### src/rtl/bp_fe_instr_scan_multi_pkg.sv
//------------------------------------------------------------------------------
// Module   : bp_fe_scan_pkg
// Purpose  : Shared types and constants for the multi-lane FE instruction
//            scanner: control-flow class encoding, RV opcodes, link-register
//            numbers, scan record layout and skid-buffer occupancy states.
// Revision : 1.0 - initial multi-lane release
//------------------------------------------------------------------------------
`default_nettype none

package bp_fe_scan_pkg;

    // Control-flow class carried in the low two bits of every lane record
    typedef enum logic [1:0] {
        CLASS_NONE = 2'b00,
        CLASS_JAL  = 2'b01,
        CLASS_JALR = 2'b10,
        CLASS_BR   = 2'b11
    } bp_fe_scan_class_e;

    localparam logic [6:0] c_opcode_branch = 7'b1100011;
    localparam logic [6:0] c_opcode_jal    = 7'b1101111;
    localparam logic [6:0] c_opcode_jalr   = 7'b1100111;

    localparam logic [4:0] c_reg_x0 = 5'd0;
    localparam logic [4:0] c_reg_ra = 5'd1;   // x1
    localparam logic [4:0] c_reg_t0 = 5'd5;   // x5, alternate link register

    // Default-width view of one lane record; the RTL packs lanes in the same
    // field order {imm, is_ret, is_call, class} at whatever VADDR_W is chosen.
    localparam int c_scan_vaddr_w = 39;
    localparam int c_scan_w       = c_scan_vaddr_w + 4;

    typedef struct packed {
        logic [c_scan_vaddr_w-1:0] imm;
        logic                      is_ret;
        logic                      is_call;
        bp_fe_scan_class_e         cls;
    } bp_fe_scan_s;

    // Skid-buffer occupancy
    typedef enum logic [1:0] {
        BUF_EMPTY = 2'd0,
        BUF_ONE   = 2'd1,
        BUF_FULL  = 2'd2
    } bp_fe_scan_buf_e;

    function automatic logic is_link_reg(input logic [4:0] r);
        return (r == c_reg_ra) || (r == c_reg_t0);
    endfunction

endpackage

`default_nettype wire

### src/rtl/bp_fe_instr_scan_multi_if.sv
//------------------------------------------------------------------------------
// Module   : bp_fe_instr_scan_multi_if
// Purpose  : Fetch-side and scan-side handshake bundle of the multi-lane
//            scanner, plus the class statistics counters.
//            slave  : scanner view (consumes fetch packets, produces scans)
//            master : environment view (I$ response + BTB/BHT consumer)
// Revision : 1.0 - initial multi-lane release
//------------------------------------------------------------------------------
`default_nettype none

interface bp_fe_instr_scan_multi_if #(
    parameter int FETCH_WIDTH = 2,
    parameter int VADDR_W     = 39,
    parameter int CNT_W       = 16
);
    localparam int SCAN_W = VADDR_W + 4;
    localparam int IDX_W  = (FETCH_WIDTH > 1) ? $clog2(FETCH_WIDTH) : 1;

    logic                          flush_i;
    logic                          fetch_v_i;
    logic                          fetch_ready_o;
    logic [32*FETCH_WIDTH-1:0]     fetch_instr_i;
    logic [FETCH_WIDTH-1:0]        fetch_mask_i;
    logic                          scan_v_o;
    logic                          scan_ready_i;
    logic [SCAN_W*FETCH_WIDTH-1:0] scan_o;
    logic [FETCH_WIDTH-1:0]        scan_mask_o;
    logic                          any_cf_o;
    logic [IDX_W-1:0]              first_cf_idx_o;
    logic [CNT_W-1:0]              br_cnt_o;
    logic [CNT_W-1:0]              jal_cnt_o;
    logic [CNT_W-1:0]              jalr_cnt_o;

    modport slave (
        input  flush_i, fetch_v_i, fetch_instr_i, fetch_mask_i, scan_ready_i,
        output fetch_ready_o, scan_v_o, scan_o, scan_mask_o, any_cf_o,
               first_cf_idx_o, br_cnt_o, jal_cnt_o, jalr_cnt_o
    );

    modport master (
        output flush_i, fetch_v_i, fetch_instr_i, fetch_mask_i, scan_ready_i,
        input  fetch_ready_o, scan_v_o, scan_o, scan_mask_o, any_cf_o,
               first_cf_idx_o, br_cnt_o, jal_cnt_o, jalr_cnt_o
    );

endinterface

`default_nettype wire

### src/rtl/bp_fe_instr_scan_multi_lane.sv
//------------------------------------------------------------------------------
// Module   : bp_fe_instr_scan_lane
// Purpose  : Combinational pre-decode of one 32-bit instruction into
//            {imm, is_ret, is_call, class}. Masked-off lanes yield all zero.
// Ports    : instr_i [31:0]      instruction word
//            v_i                 lane valid
//            scan_o  [VADDR_W+3:0] lane record
// Revision : 1.0 - initial multi-lane release
//------------------------------------------------------------------------------
`default_nettype none

module bp_fe_instr_scan_lane
    import bp_fe_scan_pkg::*;
#(
    parameter int VADDR_W = 39      // must be >= 21 to hold a JAL offset
) (
    input  wire logic [31:0]        instr_i,
    input  wire logic               v_i,
    output logic      [VADDR_W+3:0] scan_o
);

    logic [6:0]         w_opcode;
    logic [4:0]         w_rd;
    logic [4:0]         w_rs1;
    logic [12:0]        w_imm_b;
    logic [20:0]        w_imm_j;
    logic [11:0]        w_imm_i;
    bp_fe_scan_class_e  w_cls;
    logic [VADDR_W-1:0] w_imm;
    logic               w_call;
    logic               w_ret;
    logic               w_unused;

    assign w_opcode = instr_i[6:0];
    assign w_rd     = instr_i[11:7];
    assign w_rs1    = instr_i[19:15];
    // funct3 is not needed: classification is by opcode alone
    assign w_unused = ^instr_i[14:12];

    // Immediate bit scatter of the B, J and I formats; bit 0 is implied zero
    assign w_imm_b = {instr_i[31], instr_i[7], instr_i[30:25], instr_i[11:8], 1'b0};
    assign w_imm_j = {instr_i[31], instr_i[19:12], instr_i[20], instr_i[30:21], 1'b0};
    assign w_imm_i = instr_i[31:20];

    always_comb begin
        w_cls  = CLASS_NONE;
        w_imm  = '0;
        w_call = 1'b0;
        w_ret  = 1'b0;
        if (v_i) begin
            case (w_opcode)
                c_opcode_branch: begin
                    w_cls = CLASS_BR;
                    w_imm = {{(VADDR_W-13){w_imm_b[12]}}, w_imm_b};
                end
                c_opcode_jal: begin
                    w_cls  = CLASS_JAL;
                    w_imm  = {{(VADDR_W-21){w_imm_j[20]}}, w_imm_j};
                    w_call = is_link_reg(w_rd);
                end
                c_opcode_jalr: begin
                    w_cls  = CLASS_JALR;
                    w_imm  = {{(VADDR_W-12){w_imm_i[11]}}, w_imm_i};
                    w_call = is_link_reg(w_rd);
                    // Only the canonical "jalr x0, 0(ra|t0)" counts as a return
                    w_ret  = (w_rd == c_reg_x0) && is_link_reg(w_rs1) && (w_imm_i == 12'd0);
                end
                default: ;
            endcase
        end
    end

    assign scan_o = {w_imm, w_ret, w_call, w_cls};

endmodule

`default_nettype wire

### src/rtl/bp_fe_instr_scan_multi.sv
//------------------------------------------------------------------------------
// Module   : bp_fe_instr_scan_multi
// Purpose  : Pre-decodes FETCH_WIDTH instructions per fetch packet and passes
//            the results through a 2-entry ready/valid skid buffer.
// Ports    : clk_i, reset_i (synchronous, active high)
//            bus (slave): fetch_v_i/fetch_ready_o/fetch_instr_i/fetch_mask_i,
//                         scan_v_o/scan_ready_i/scan_o/scan_mask_o,
//                         any_cf_o/first_cf_idx_o, flush_i,
//                         br_cnt_o/jal_cnt_o/jalr_cnt_o
// Config   : BP_FE_SCAN_STATS_EN - when defined, saturating per-class lane
//            counters advance on each output handshake; otherwise the counter
//            outputs are tied to zero.
// Revision : 1.0 - initial multi-lane release
//------------------------------------------------------------------------------
`default_nettype none

module bp_fe_instr_scan_multi
    import bp_fe_scan_pkg::*;
#(
    parameter int FETCH_WIDTH = 2,
    parameter int VADDR_W     = 39,
    parameter int CNT_W       = 16
) (
    input wire logic             clk_i,
    input wire logic             reset_i,
    bp_fe_instr_scan_multi_if.slave bus
);

    localparam int SCAN_W  = VADDR_W + 4;
    localparam int IDX_W   = (FETCH_WIDTH > 1) ? $clog2(FETCH_WIDTH) : 1;
    localparam int DATA_W  = SCAN_W * FETCH_WIDTH;
    // Buffer entry: {idx, any, mask, lane records}
    localparam int ENTRY_W = IDX_W + 1 + FETCH_WIDTH + DATA_W;

    logic [DATA_W-1:0]      w_scan;
    logic [FETCH_WIDTH-1:0] w_cf;
    logic [IDX_W-1:0]       w_idx;
    logic [ENTRY_W-1:0]     w_entry;

    // ---------------- lane decode ----------------
    for (genvar k = 0; k < FETCH_WIDTH; k++) begin : g_lane
        bp_fe_instr_scan_lane #(.VADDR_W(VADDR_W)) u_lane (
            .instr_i (bus.fetch_instr_i[32*k +: 32]),
            .v_i     (bus.fetch_mask_i[k]),
            .scan_o  (w_scan[SCAN_W*k +: SCAN_W])
        );
        // Masked lanes decode to NONE, so no extra mask term is needed here
        assign w_cf[k] = (w_scan[SCAN_W*k +: 2] != CLASS_NONE);
    end

    // Lowest-numbered control-flow lane wins; scanning downward lets it overwrite
    always_comb begin
        w_idx = '0;
        for (int k = FETCH_WIDTH-1; k >= 0; k--) begin
            if (w_cf[k]) w_idx = IDX_W'(k);
        end
    end

    assign w_entry = {w_idx, |w_cf, bus.fetch_mask_i, w_scan};

    // ---------------- 2-entry skid buffer ----------------
    bp_fe_scan_buf_e    r_state;
    bp_fe_scan_buf_e    w_state_n;
    logic               r_not_full;
    logic [ENTRY_W-1:0] r_hd;
    logic [ENTRY_W-1:0] r_tl;
    logic               w_push;
    logic               w_pop;
    logic               w_ld_hd;
    logic               w_ld_tl;
    logic               w_hd_from_tl;

    // Flush drops both sides of any handshake in the same cycle
    assign w_push = bus.fetch_v_i & r_not_full & ~bus.flush_i;
    assign w_pop  = (r_state != BUF_EMPTY) & bus.scan_ready_i & ~bus.flush_i;

    always_comb begin
        w_state_n    = r_state;
        w_ld_hd      = 1'b0;
        w_ld_tl      = 1'b0;
        w_hd_from_tl = 1'b0;
        if (bus.flush_i) begin
            w_state_n = BUF_EMPTY;
        end else begin
            case (r_state)
                BUF_EMPTY: begin
                    if (w_push) begin
                        w_ld_hd   = 1'b1;
                        w_state_n = BUF_ONE;
                    end
                end
                BUF_ONE: begin
                    if (w_push && w_pop) begin
                        w_ld_hd = 1'b1;          // new packet replaces departing head
                    end else if (w_push) begin
                        w_ld_tl   = 1'b1;
                        w_state_n = BUF_FULL;
                    end else if (w_pop) begin
                        w_state_n = BUF_EMPTY;
                    end
                end
                BUF_FULL: begin
                    // push cannot occur here: ready was low this cycle
                    if (w_pop) begin
                        w_hd_from_tl = 1'b1;
                        w_state_n    = BUF_ONE;
                    end
                end
                default: w_state_n = BUF_EMPTY;
            endcase
        end
    end

    always_ff @(posedge clk_i) begin
        if (reset_i) begin
            r_state    <= BUF_EMPTY;
            r_not_full <= 1'b1;
        end else begin
            r_state    <= w_state_n;
            r_not_full <= (w_state_n != BUF_FULL);
        end
    end

    always_ff @(posedge clk_i) begin
        if (reset_i) begin
            r_hd <= '0;
            r_tl <= '0;
        end else begin
            if (w_ld_hd)           r_hd <= w_entry;
            else if (w_hd_from_tl) r_hd <= r_tl;
            if (w_ld_tl)           r_tl <= w_entry;
        end
    end

    // Ready comes from a flop; reset only masks it so nothing is accepted
    // while reset is held, and it is already high the first cycle after.
    assign bus.fetch_ready_o  = r_not_full & ~reset_i;
    assign bus.scan_v_o       = (r_state != BUF_EMPTY);
    assign bus.scan_o         = r_hd[DATA_W-1:0];
    assign bus.scan_mask_o    = r_hd[DATA_W +: FETCH_WIDTH];
    assign bus.any_cf_o       = r_hd[DATA_W + FETCH_WIDTH];
    assign bus.first_cf_idx_o = r_hd[ENTRY_W-1 -: IDX_W];

    // ---------------- class statistics ----------------
`ifdef BP_FE_SCAN_STATS_EN
    localparam int INC_W = $clog2(FETCH_WIDTH + 1);

    logic [INC_W-1:0] w_br_inc;
    logic [INC_W-1:0] w_jal_inc;
    logic [INC_W-1:0] w_jalr_inc;
    logic [CNT_W-1:0] r_br_cnt;
    logic [CNT_W-1:0] r_jal_cnt;
    logic [CNT_W-1:0] r_jalr_cnt;

    function automatic logic [CNT_W-1:0] sat_add(input logic [CNT_W-1:0] c,
                                                 input logic [INC_W-1:0] inc);
        logic [CNT_W:0] s;
        s = {1'b0, c} + (CNT_W+1)'(inc);
        return s[CNT_W] ? {CNT_W{1'b1}} : s[CNT_W-1:0];
    endfunction

    // Head lanes that were masked off already carry class NONE
    always_comb begin
        w_br_inc   = '0;
        w_jal_inc  = '0;
        w_jalr_inc = '0;
        for (int k = 0; k < FETCH_WIDTH; k++) begin
            case (r_hd[SCAN_W*k +: 2])
                CLASS_BR:   w_br_inc   = w_br_inc   + 1'b1;
                CLASS_JAL:  w_jal_inc  = w_jal_inc  + 1'b1;
                CLASS_JALR: w_jalr_inc = w_jalr_inc + 1'b1;
                default: ;
            endcase
        end
    end

    always_ff @(posedge clk_i) begin
        if (reset_i) begin
            r_br_cnt   <= '0;
            r_jal_cnt  <= '0;
            r_jalr_cnt <= '0;
        end else if (w_pop) begin
            r_br_cnt   <= sat_add(r_br_cnt,   w_br_inc);
            r_jal_cnt  <= sat_add(r_jal_cnt,  w_jal_inc);
            r_jalr_cnt <= sat_add(r_jalr_cnt, w_jalr_inc);
        end
    end

    assign bus.br_cnt_o   = r_br_cnt;
    assign bus.jal_cnt_o  = r_jal_cnt;
    assign bus.jalr_cnt_o = r_jalr_cnt;
`else
    assign bus.br_cnt_o   = '0;
    assign bus.jal_cnt_o  = '0;
    assign bus.jalr_cnt_o = '0;
`endif

endmodule

`default_nettype wire

### src/flat_wrapper.sv
// flat-port wrapper written by rule: the top's interface ports become plain ports
module bp_fe_instr_scan_multi_flat import bp_fe_scan_pkg::*;
#(
    parameter int FETCH_WIDTH = 2,
    parameter int VADDR_W     = 39,
    parameter int CNT_W       = 16
)
  (clk_i, reset_i, bus_flush_i, bus_fetch_v_i, bus_fetch_instr_i, bus_fetch_mask_i, bus_scan_ready_i, bus_fetch_ready_o, bus_scan_v_o, bus_scan_o, bus_scan_mask_o, bus_any_cf_o, bus_first_cf_idx_o, bus_br_cnt_o, bus_jal_cnt_o, bus_jalr_cnt_o);
  bp_fe_instr_scan_multi_if #(.FETCH_WIDTH(FETCH_WIDTH), .VADDR_W(VADDR_W), .CNT_W(CNT_W)) bus_i ();
  input wire logic clk_i;
  input wire logic reset_i;
  input wire logic [$bits(bus_i.flush_i)-1:0] bus_flush_i;
  input wire logic [$bits(bus_i.fetch_v_i)-1:0] bus_fetch_v_i;
  input wire logic [$bits(bus_i.fetch_instr_i)-1:0] bus_fetch_instr_i;
  input wire logic [$bits(bus_i.fetch_mask_i)-1:0] bus_fetch_mask_i;
  input wire logic [$bits(bus_i.scan_ready_i)-1:0] bus_scan_ready_i;
  output wire logic [$bits(bus_i.fetch_ready_o)-1:0] bus_fetch_ready_o;
  output wire logic [$bits(bus_i.scan_v_o)-1:0] bus_scan_v_o;
  output wire logic [$bits(bus_i.scan_o)-1:0] bus_scan_o;
  output wire logic [$bits(bus_i.scan_mask_o)-1:0] bus_scan_mask_o;
  output wire logic [$bits(bus_i.any_cf_o)-1:0] bus_any_cf_o;
  output wire logic [$bits(bus_i.first_cf_idx_o)-1:0] bus_first_cf_idx_o;
  output wire logic [$bits(bus_i.br_cnt_o)-1:0] bus_br_cnt_o;
  output wire logic [$bits(bus_i.jal_cnt_o)-1:0] bus_jal_cnt_o;
  output wire logic [$bits(bus_i.jalr_cnt_o)-1:0] bus_jalr_cnt_o;
  assign bus_i.flush_i = bus_flush_i;
  assign bus_i.fetch_v_i = bus_fetch_v_i;
  assign bus_i.fetch_instr_i = bus_fetch_instr_i;
  assign bus_i.fetch_mask_i = bus_fetch_mask_i;
  assign bus_i.scan_ready_i = bus_scan_ready_i;
  assign bus_fetch_ready_o = bus_i.fetch_ready_o;
  assign bus_scan_v_o = bus_i.scan_v_o;
  assign bus_scan_o = bus_i.scan_o;
  assign bus_scan_mask_o = bus_i.scan_mask_o;
  assign bus_any_cf_o = bus_i.any_cf_o;
  assign bus_first_cf_idx_o = bus_i.first_cf_idx_o;
  assign bus_br_cnt_o = bus_i.br_cnt_o;
  assign bus_jal_cnt_o = bus_i.jal_cnt_o;
  assign bus_jalr_cnt_o = bus_i.jalr_cnt_o;
  bp_fe_instr_scan_multi #(.FETCH_WIDTH(FETCH_WIDTH), .VADDR_W(VADDR_W), .CNT_W(CNT_W)) u_core (.clk_i(clk_i), .reset_i(reset_i), .bus(bus_i));
endmodule
### config.mk
export PLATFORM = sky130hd
export DESIGN_NAME = bp_fe_instr_scan_multi_flat
export DESIGN_NICKNAME = d
export VERILOG_FILES = /design/src/rtl/bp_fe_instr_scan_multi_pkg.sv /design/src/rtl/bp_fe_instr_scan_multi_if.sv /design/src/rtl/bp_fe_instr_scan_multi_lane.sv /design/src/rtl/bp_fe_instr_scan_multi.sv /design/src/flat_wrapper.sv
export SDC_FILE = /design/constraint.sdc
export NUM_CORES = 1
export LEC_CHECK = 0
export CORE_MARGIN = 2
export CORE_UTILIZATION = 25
export CTS_CLUSTER_DIAMETER = 80
export DETAILED_ROUTE_END_ITERATION = 10
export HOLD_SLACK_MARGIN = 0.02
export PLACE_DENSITY = 0.47
export REMOVE_ABC_BUFFERS = 1
export SLEW_MARGIN = 10
export SYNTH_ARGS = -nofsm -noshare
export SYNTH_HDL_FRONTEND = slang
export SYNTH_SLANG_ARGS = --single-unit
### constraint.sdc
create_clock -name clk_i -period 3.6 [get_ports clk_i]
set_input_delay 0.9 -clock clk_i [delete_from_list [all_inputs] [get_ports clk_i]]
set_output_delay 0.9 -clock clk_i [all_outputs]
set_load 0.01 [all_outputs]
# Yosys cells after proc, flatten, opt, wreduce, memory -nomap -nowiden
# Index checks and enable logic that the tools add are counted.
# totals
reg_bits,183
# op_classes
n_eq_ne,17
mux,37
bitwise,7
reduce_logical,21
# op_table
operator,n
one-hot mux 39 bit (3 select lines),2
2-to-1 mux 90 bit,2
2-to-1 mux 39 bit,2
equality test 7 bit (second input constant),6
logical NOT 12 bit,2
equality test 5 x 1 -> 1 bit (second input constant),4
equality test 5 x 3 -> 1 bit (second input constant),4
2-to-1 mux 1 bit,19
one-hot mux 2 bit (3 select lines),3
2-to-1 mux 2 bit,8
logical NOT 5 bit,2
nonzero test 2 bit,4
OR reduction 2 bit,3
AND 1 bit,5
logical AND 1 bit,5
logical OR 1 bit,4
equality test 2 x 1 -> 1 bit (second input constant),1
equality test 2 bit (second input constant),1
logical NOT 2 bit,1
inequality test 2 bit (second input constant),1
inverter 1 bit,2
one-hot mux 1 bit (2 select lines),1

# Logic depth before layout (Yosys ltp)
# Gate-level depths: netlist of run 1.
# logic_depth
depth_word,9
depth_mapped,7

# Hierarchy
# Synthesis of run 1 repeated with hierarchy kept, for this count alone.
# hier_totals
hier_cells,1131
area_unflattened_um2,9242.6
# modules_own_cells
mod,n_inst,cells_each,area_per_inst_um2
bp_fe_instr_scan_multi,1,961,8046.5
bp_fe_instr_scan_lane,2,85,598.1

# Worst setup path after synthesis of run 1
# OpenSTA, ideal clock, no wires.
# synth_path
kind,input to output
start,input port reset_i
end,output port bus_fetch_ready_o
arrival_time_ns,1.267
slack_ns,1.433
cell_stages,2
n_path_buf,1
path_cell_list,clkbuf_1 -> nor2b_1
# synth_via
elab_chain_cells,2
# synth_lines
element,line_no,rtl
start: declaration,flat_wrapper.sv:11,input wire logic reset_i;
inverter 1 bit,bp_fe_instr_scan_multi.sv:137,assign bus.fetch_ready_o = r_not_full & ~reset_i;
AND 1 bit,bp_fe_instr_scan_multi.sv:137,
end: declaration,flat_wrapper.sv:17,output wire logic [$bits(bus_i.fetch_ready_o)-1:0] bus_fetch_ready_o;
# Every way passes these cells.

# Worst setup path after layout of run 1
# layout_path
start,input port bus_fetch_instr_i[2]
end,register u_core.r_hd[10]
# layout_via
elab_chain_cells,4
word_cells_on_any_way,6
cone_classes,eq/ne (3); mux (3)
# layout_lines
element,line_no,rtl
start: declaration,flat_wrapper.sv:14,input wire logic [$bits(bus_i.fetch_instr_i)-1:0] bus_fetch_instr_i;
equality test 7 bit,bp_fe_instr_scan_multi_lane.sv:51,case (w_opcode)
one-hot mux 39 bit (3 select lines) (*),bp_fe_instr_scan_multi_lane.sv:51,
2-to-1 mux 39 bit (*),bp_fe_instr_scan_multi_lane.sv:50,if (v_i) begin
2-to-1 mux 90 bit (*),bp_fe_instr_scan_multi.sv:129,if (w_ld_hd) r_hd <= w_entry;
end signal: assignment,bp_fe_instr_scan_multi.sv:129,
end signal: assignment,bp_fe_instr_scan_multi.sv:130,else if (w_hd_from_tl) r_hd <= r_tl;
end: declaration,bp_fe_instr_scan_multi.sv:65,logic [ENTRY_W-1:0] r_hd;
# Every way passes the cells marked *; elsewhere a longest branch is shown, timed or not.
# A chain may end at the register's enable or synchronous reset.

==> results of run 1 <==
==> cells in the final DEF, fill, tap and decap left out, types with 3 or more instances in the layout <==
cell type        synthesis  layout
a211oi_1                66      66
a21oi_1                 80      80
a22oi_1                 12      12
buf_12                   0       3
buf_4                   86      13
clkbuf_16                0       9
clkbuf_8                 0       3
clkdlybuf4s50_1          0     161
conb_1                   1      48
dfxtp_1                111     111
inv_1                    3       3
mux2i_1                 39      39
nand2_1                105     105
nand2b_1                 7       7
nand3_1                 32      32
nand4_1                  5       5
nor2_1                  24      24
nor2b_1                  8       8
nor3_1                   9       9
nor4_1                  10      10
nor4b_1                  4       4
o21ai_1                  4       4
or3b_1                   8       8
==> worst register-to-register path, delay by kind of cell (launching register included) <==
| family | cells | cell delay, ns |
|---|---|---|
| AND/OR/NAND/NOR | 4 | 1.13 |
| buffers and inverters | 1 | 0.34 |
| flip-flops | 1 | 0.39 |
==> cell type report <==
cell class | count | area [sq um] | area share (%)
Clock buffer | 13 | 270.3 | 3.607
Clock inverter | 3 | 40.04 | 0.5344
Inverter | 3 | 11.26 | 0.1503
Multi-Input combinational cell | 488 | 2823 | 37.68
Sequential cell | 111 | 2222 | 29.66
Tap cell | 285 | 356.6 | 4.760
Timing Repair Buffer | 177 | 1769 | 23.61
==> per-stage QoR <==
stage                     util, %  hold slack, ns
after floorplan                 -          0.4255
after global placement      31.63          0.4428
after detailed placement    31.63          0.4463
after CTS                   32.99          0.4563
after global routing        32.99          0.4766
final                       32.99          0.4541
==> worst paths after layout <==
check / endpoint / cells after the start
max: u_core.r_hd[10] / 5
min: u_core.r_tl[87] / 2
max reg2reg: u_core.r_tl[88] / 5
min reg2reg: u_core.r_tl[87] / 2
==> metal layers <==
metal / routed length [microns] / vias up / GRT usage (%)
li1: - / 2525 / -
met4: 269 / 0 / 4.500
met3: 655 / 17 / 2.049
met2: 8023 / 111 / 21.56
met1: 7872 / 2315 / 18.38
met5: 0 / - / 0
==> cells by family after synthesis <==
group | Yosys count
simple gates | 228
compound gates | 171
buf+inv | 147
flops | 111
mux | 40
xor+xnor | 1
other cells | 1
==> state kept, by name, summed over array words and instances (netlist names) <==
name / flops
u_core.r_hd: 54
u_core.r_tl: 54
u_core.r_not_full: 1
u_core.r_state: 2
==> power groups by stage <==
stage | combinational (W) | sequential [W] | clock (W)
2_1_floorplan | 0.000128 | 0.00134 | 0
3_3_place_gp | 0.000430 | 0.00131 | 0
3_5_place_dp | 0.000429 | 0.00131 | 0
4_1_cts | 0.000431 | 0.00128 | 0.00109
5_1_grt | 0.000461 | 0.00129 | 0.00114
6_report | 0.000426 | 0.00128 | 0.00105
==> impl_metrics.tcl, run 1 <==
set metrics [dict create \
    status "finished, final reports clean" \
    switching_power_w 0.0006873 \
    antenna_found_initial 0 \
    numCtsBuffers 9 \
    stdcell_count 1080 \
    yosysTopAreaCell "dfxtp_1" \
    post-synth-top-count-cell "dfxtp_1" \
    dp_slack_ns 0.5317 \
    arrival_ns 2.99 \
    netlist_top_cells_count "dfxtp_1, nand2_1, buf_4" \
    async_flop_share_pct 0 \
    grt_max_degree 77 \
    post_cts_resized 0 \
    final_area_sq_um 7492 \
    internal_power_w 0.002068 \
    placed_cells 1064 \
    rsz0062_at_grt "no" \
    p_total_w 0.002755 \
    cp_num_buf_inv 1 \
    clkSinkCount 111 \
    ir_worst_vdd_mv 0.1567 \
    hpwl_microns 11450 \
    initial_utilization_pct 25.54 \
    synth_area_sq_um 5799 \
    crit_type "in -> reg" \
    r2r-start "u_core.r_not_full" \
    grt_pass1_vias 4601 \
    syn_inst 699 \
    clkTransAtPathRegs_ns 0.07 \
    fin_nets 861 \
    min_from "u_core.r_tl[87]" \
    coreArea_sq_um 22710 \
    p_leak_nw 2.400 \
    vias 4968 \
    muxShareOfSynthArea_pct 6.926 \
    dieArea_sq_um 24430 \
    cts.htree.levels 3 \
    synth_top_family_by_area "simple AND/OR/NAND/NOR gates" \
    ys_ff_latch 111 \
    maxSlewHeadroom_pct 49.27 \
    drt-vias-per-instance 4.600 \
    routed_wl_microns 16820 \
    gr-usage-all-layers_pct 13.42 \
    slew_violations 0 \
    drive_above_1_share_pct 5.157 \
    synth_top_cell_area_share_pct 38.32 \
    fin_crit_sh_pct 76.05 \
    max_freq_mhz 365.3 \
    postSynthAreaPerCell_sq_um 8.297 \
    crit_family "buffers and inverters" \
    antenna_cells 0 \
    clk_latency_ns 0.35 \
    synth_adder_area_share_pct 0 \
    synth.distinct_cells 43 \
    clock_path_buffers 2 \
    cts_root_buffer "clkbuf_16" \
    overflow 0 \
    hold_path.class "reg -> reg" \
    hold_buffers 0 \
    crit_required_ns 3.86 \
    core.rowCount 55 \
    place_area_sq_um 7182 \
    critPathMaxStageDelay_ns 0.91 \
    cp_slowest_cell "clkdlybuf4s50_1" \
    critPathMaxFanout 21 \
    endpoint_kind "register" \
    synth-xor-area-share_pct 0.1510 \
    combPwrFrac_pct 15.5 \
    drc_errors 0 \
    setup.worst_path.start_class "input pin" \
    ant_nets 0 \
    synthFlopType "dfxtp_1" \
    portBuffers 162 \
    dr.pass1.iters 4 \
    finalCriticalPeriod_ns 2.738 \
    crit_start "bus_fetch_instr_i[2]" \
    hold_violations 0 \
    synth_edf_count 0 \
    synth-simple-area-share_pct 19.81 \
    swShare_pct 24.94 \
    setup_viol 0 \
    drt_iter0_drc 282 \
    clock_power_share_pct 38.0 \
    num-fill-cells 2384 \
    die_y_microns 156.3 \
    r2r_setup_slack_ns 1.60 \
    worst_slack_ns 0.8623 \
    die_w_microns 156.3 \
    cap_viol_max_count 0 \
    clock_skew_ns 0.004528 \
    tritoncts "done" \
    yosysWarnings 0 \
    cp_cell_sequence "clkdlybuf4s50_1 -> nor2b_1 -> nor3_4 -> a21oi_1 -> a211oi_1" \
    area_delta_synth_final_pct 29.19 \
    netlist_top_cells_area "dfxtp_1, buf_4, a211oi_1" \
    seq_power_share_pct 46.6 \
    synth.yosys.seq_area_share_pct 38.32 \
    synth-compound-area-share_pct 18.60 \
    wire_per_inst_microns 15.57 \
    grt_pass1_wl_microns 25910 \
    tns_ns 0 \
    post_cts_buffers 0 \
    gp_routability_congestion 0.7504 \
    io_pins 211 \
    max_slew.worst_pin.slew_ns 0.7610 \
    cellPowerDensity_nw_per_um2 367.8 \
]
(Power assumes the default switching activity.)
==> inputs of run 2 (changes only) <==
Clock period 3.6 ns to 2.8 ns, I/O delays scaled along.
==> impl_metrics.tcl, run 2 (synthesis gave the netlist of run 1 again) <==
set metrics [dict create \
    clkSinkCount 111 \
    core.rowCount 55 \
    dr.pass1.iters 4 \
    io_pins 211 \
    crit_required_ns 2.10 \
    final_area_sq_um 7691 \
    combPwrFrac_pct 15.2 \
    internal_power_w 0.002787 \
    hold_path.class "reg -> reg" \
    antenna_cells 0 \
    clkTransAtPathRegs_ns 0.07 \
    setup_viol 0 \
    ant_nets 0 \
    max_slew.worst_pin.slew_ns 0.6808 \
    layout_common_cells "clkdlybuf4s50_1, dfxtp_1, nand2_1" \
    clk_latency_ns 0.35 \
    cp_cell_sequence "clkdlybuf4s50_1" \
    antenna_found_initial 0 \
    arrival_ns 1.67 \
    post_cts_resized 0 \
    drt-vias-per-instance 4.554 \
    dieArea_sq_um 24430 \
    cellPowerDensity_nw_per_um2 478.2 \
    grt_pass1_vias 4819 \
    drc_errors 0 \
    cap_viol_max_count 0 \
    drt_iter0_drc 215 \
    drive_above_1_share_pct 7.143 \
    seq_power_share_pct 44.9 \
    crit_family "flip-flops" \
    stdcell_count 1097 \
    top_regs "u_core.r_hd (54), u_core.r_tl (54), u_core.r_state (2)" \
    die_w_microns 156.3 \
    critPathMaxFanout 20 \
    clock_skew_ns 0.009193 \
    cts.htree.levels 3 \
    num-fill-cells 2378 \
    finalCriticalPeriod_ns 2.367 \
    slew_violations 0 \
    rsz0062_at_grt "no" \
    ir_worst_vdd_mv 0.1885 \
    cts_root_buffer "clkbuf_16" \
    clock_path_buffers 2 \
    crit_type "reg -> out" \
    numCtsBuffers 9 \
    tns_ns 0 \
    die_y_microns 156.3 \
    final_common_cell "clkdlybuf4s50_1" \
    gp_routability_congestion 0.7528 \
    routed_wl_microns 17020 \
    hold_violations 0 \
    overflow 0 \
    portBuffers 162 \
    p_leak_nw 2.509 \
    gr-usage-all-layers_pct 13.91 \
    endpoint_kind "output pin" \
    cp_num_buf_inv 1 \
    maxSlewHeadroom_pct 54.61 \
    clock_power_share_pct 40.0 \
    status "finished, final reports clean" \
    hold_buffers 0 \
    fin_nets 878 \
    wire_per_inst_microns 15.51 \
    p_total_w 0.003678 \
    coreArea_sq_um 22710 \
    hpwl_microns 11670 \
    switching_power_w 0.0008912 \
    critPathMaxStageDelay_ns 0.66 \
    place_area_sq_um 7347 \
    swShare_pct 24.23 \
    grt_max_degree 77 \
    fin_crit_sh_pct 84.53 \
    vias 4996 \
    cp_slowest_cell "dfxtp_1" \
    placed_cells 1081 \
    grt_pass1_wl_microns 26790 \
    area_delta_synth_final_pct 32.62 \
    max_freq_mhz 422.5 \
    setup.worst_path.start_class "register" \
    post_cts_buffers 0 \
    final_core_util_pct 33.87 \
    initial_utilization_pct 25.54 \
    tritoncts "done" \
]
==> run 2: path summary, 6_finish.rpt <==
check	start	endpoint	slack, ns	cells after the start
hold / removal	u_core.r_tl[21]	u_core.r_tl[21]	0.45	2
setup reg to reg	u_core.r_not_full	u_core.r_tl[88]	1.03	5
setup / recovery	u_core.r_hd[85]	bus_scan_o[75]	0.43	1
hold reg to reg	u_core.r_tl[21]	u_core.r_tl[21]	0.45	2
==> run 2: stage by stage <==
stage	setup WS, ns	hold WS (ns)
after floorplan	-0.6491	0.4255
after global placement	0.1839	0.4426
after detailed placement	0.1577	0.4469
after CTS	0.3893	0.4573
after global routing	0.3107	0.4709
final	0.4330	0.4545
==> run 2: power by group through the flow <==
stage	Sequential [W]	Clock, W	Combinational (W)
after global placement	0.00169	0	0.000565
after CTS	0.00165	0.00151	0.000566
after floorplan	0.00172	0	0.000164
after global routing	0.00166	0.00158	0.000606
final	0.00165	0.00147	0.000558
after detailed placement	0.00169	0	0.000563
==> run 2: area by class of cell <==
type | instances | area, sq um | area share, %
multi-input combinational | 488 | 2823 | 36.70
sequential | 111 | 2222 | 28.89
timing repair buffer | 194 | 1934 | 25.15
tap | 285 | 356.6 | 4.636
clock buffer | 14 | 284.0 | 3.693
clock inverter | 2 | 60.06 | 0.7809
inverter | 3 | 11.26 | 0.1464
==> run 2: per-layer routing <==
metal / up-vias / global-route usage [%] / wire (microns)
li1: 2564 / - / -
met1: 2314 / 18.67 / 8040
met2: 105 / 22.72 / 8038
met3: 13 / 2.299 / 707
met4: 0 / 4.587 / 231
met5: - / 0 / 0
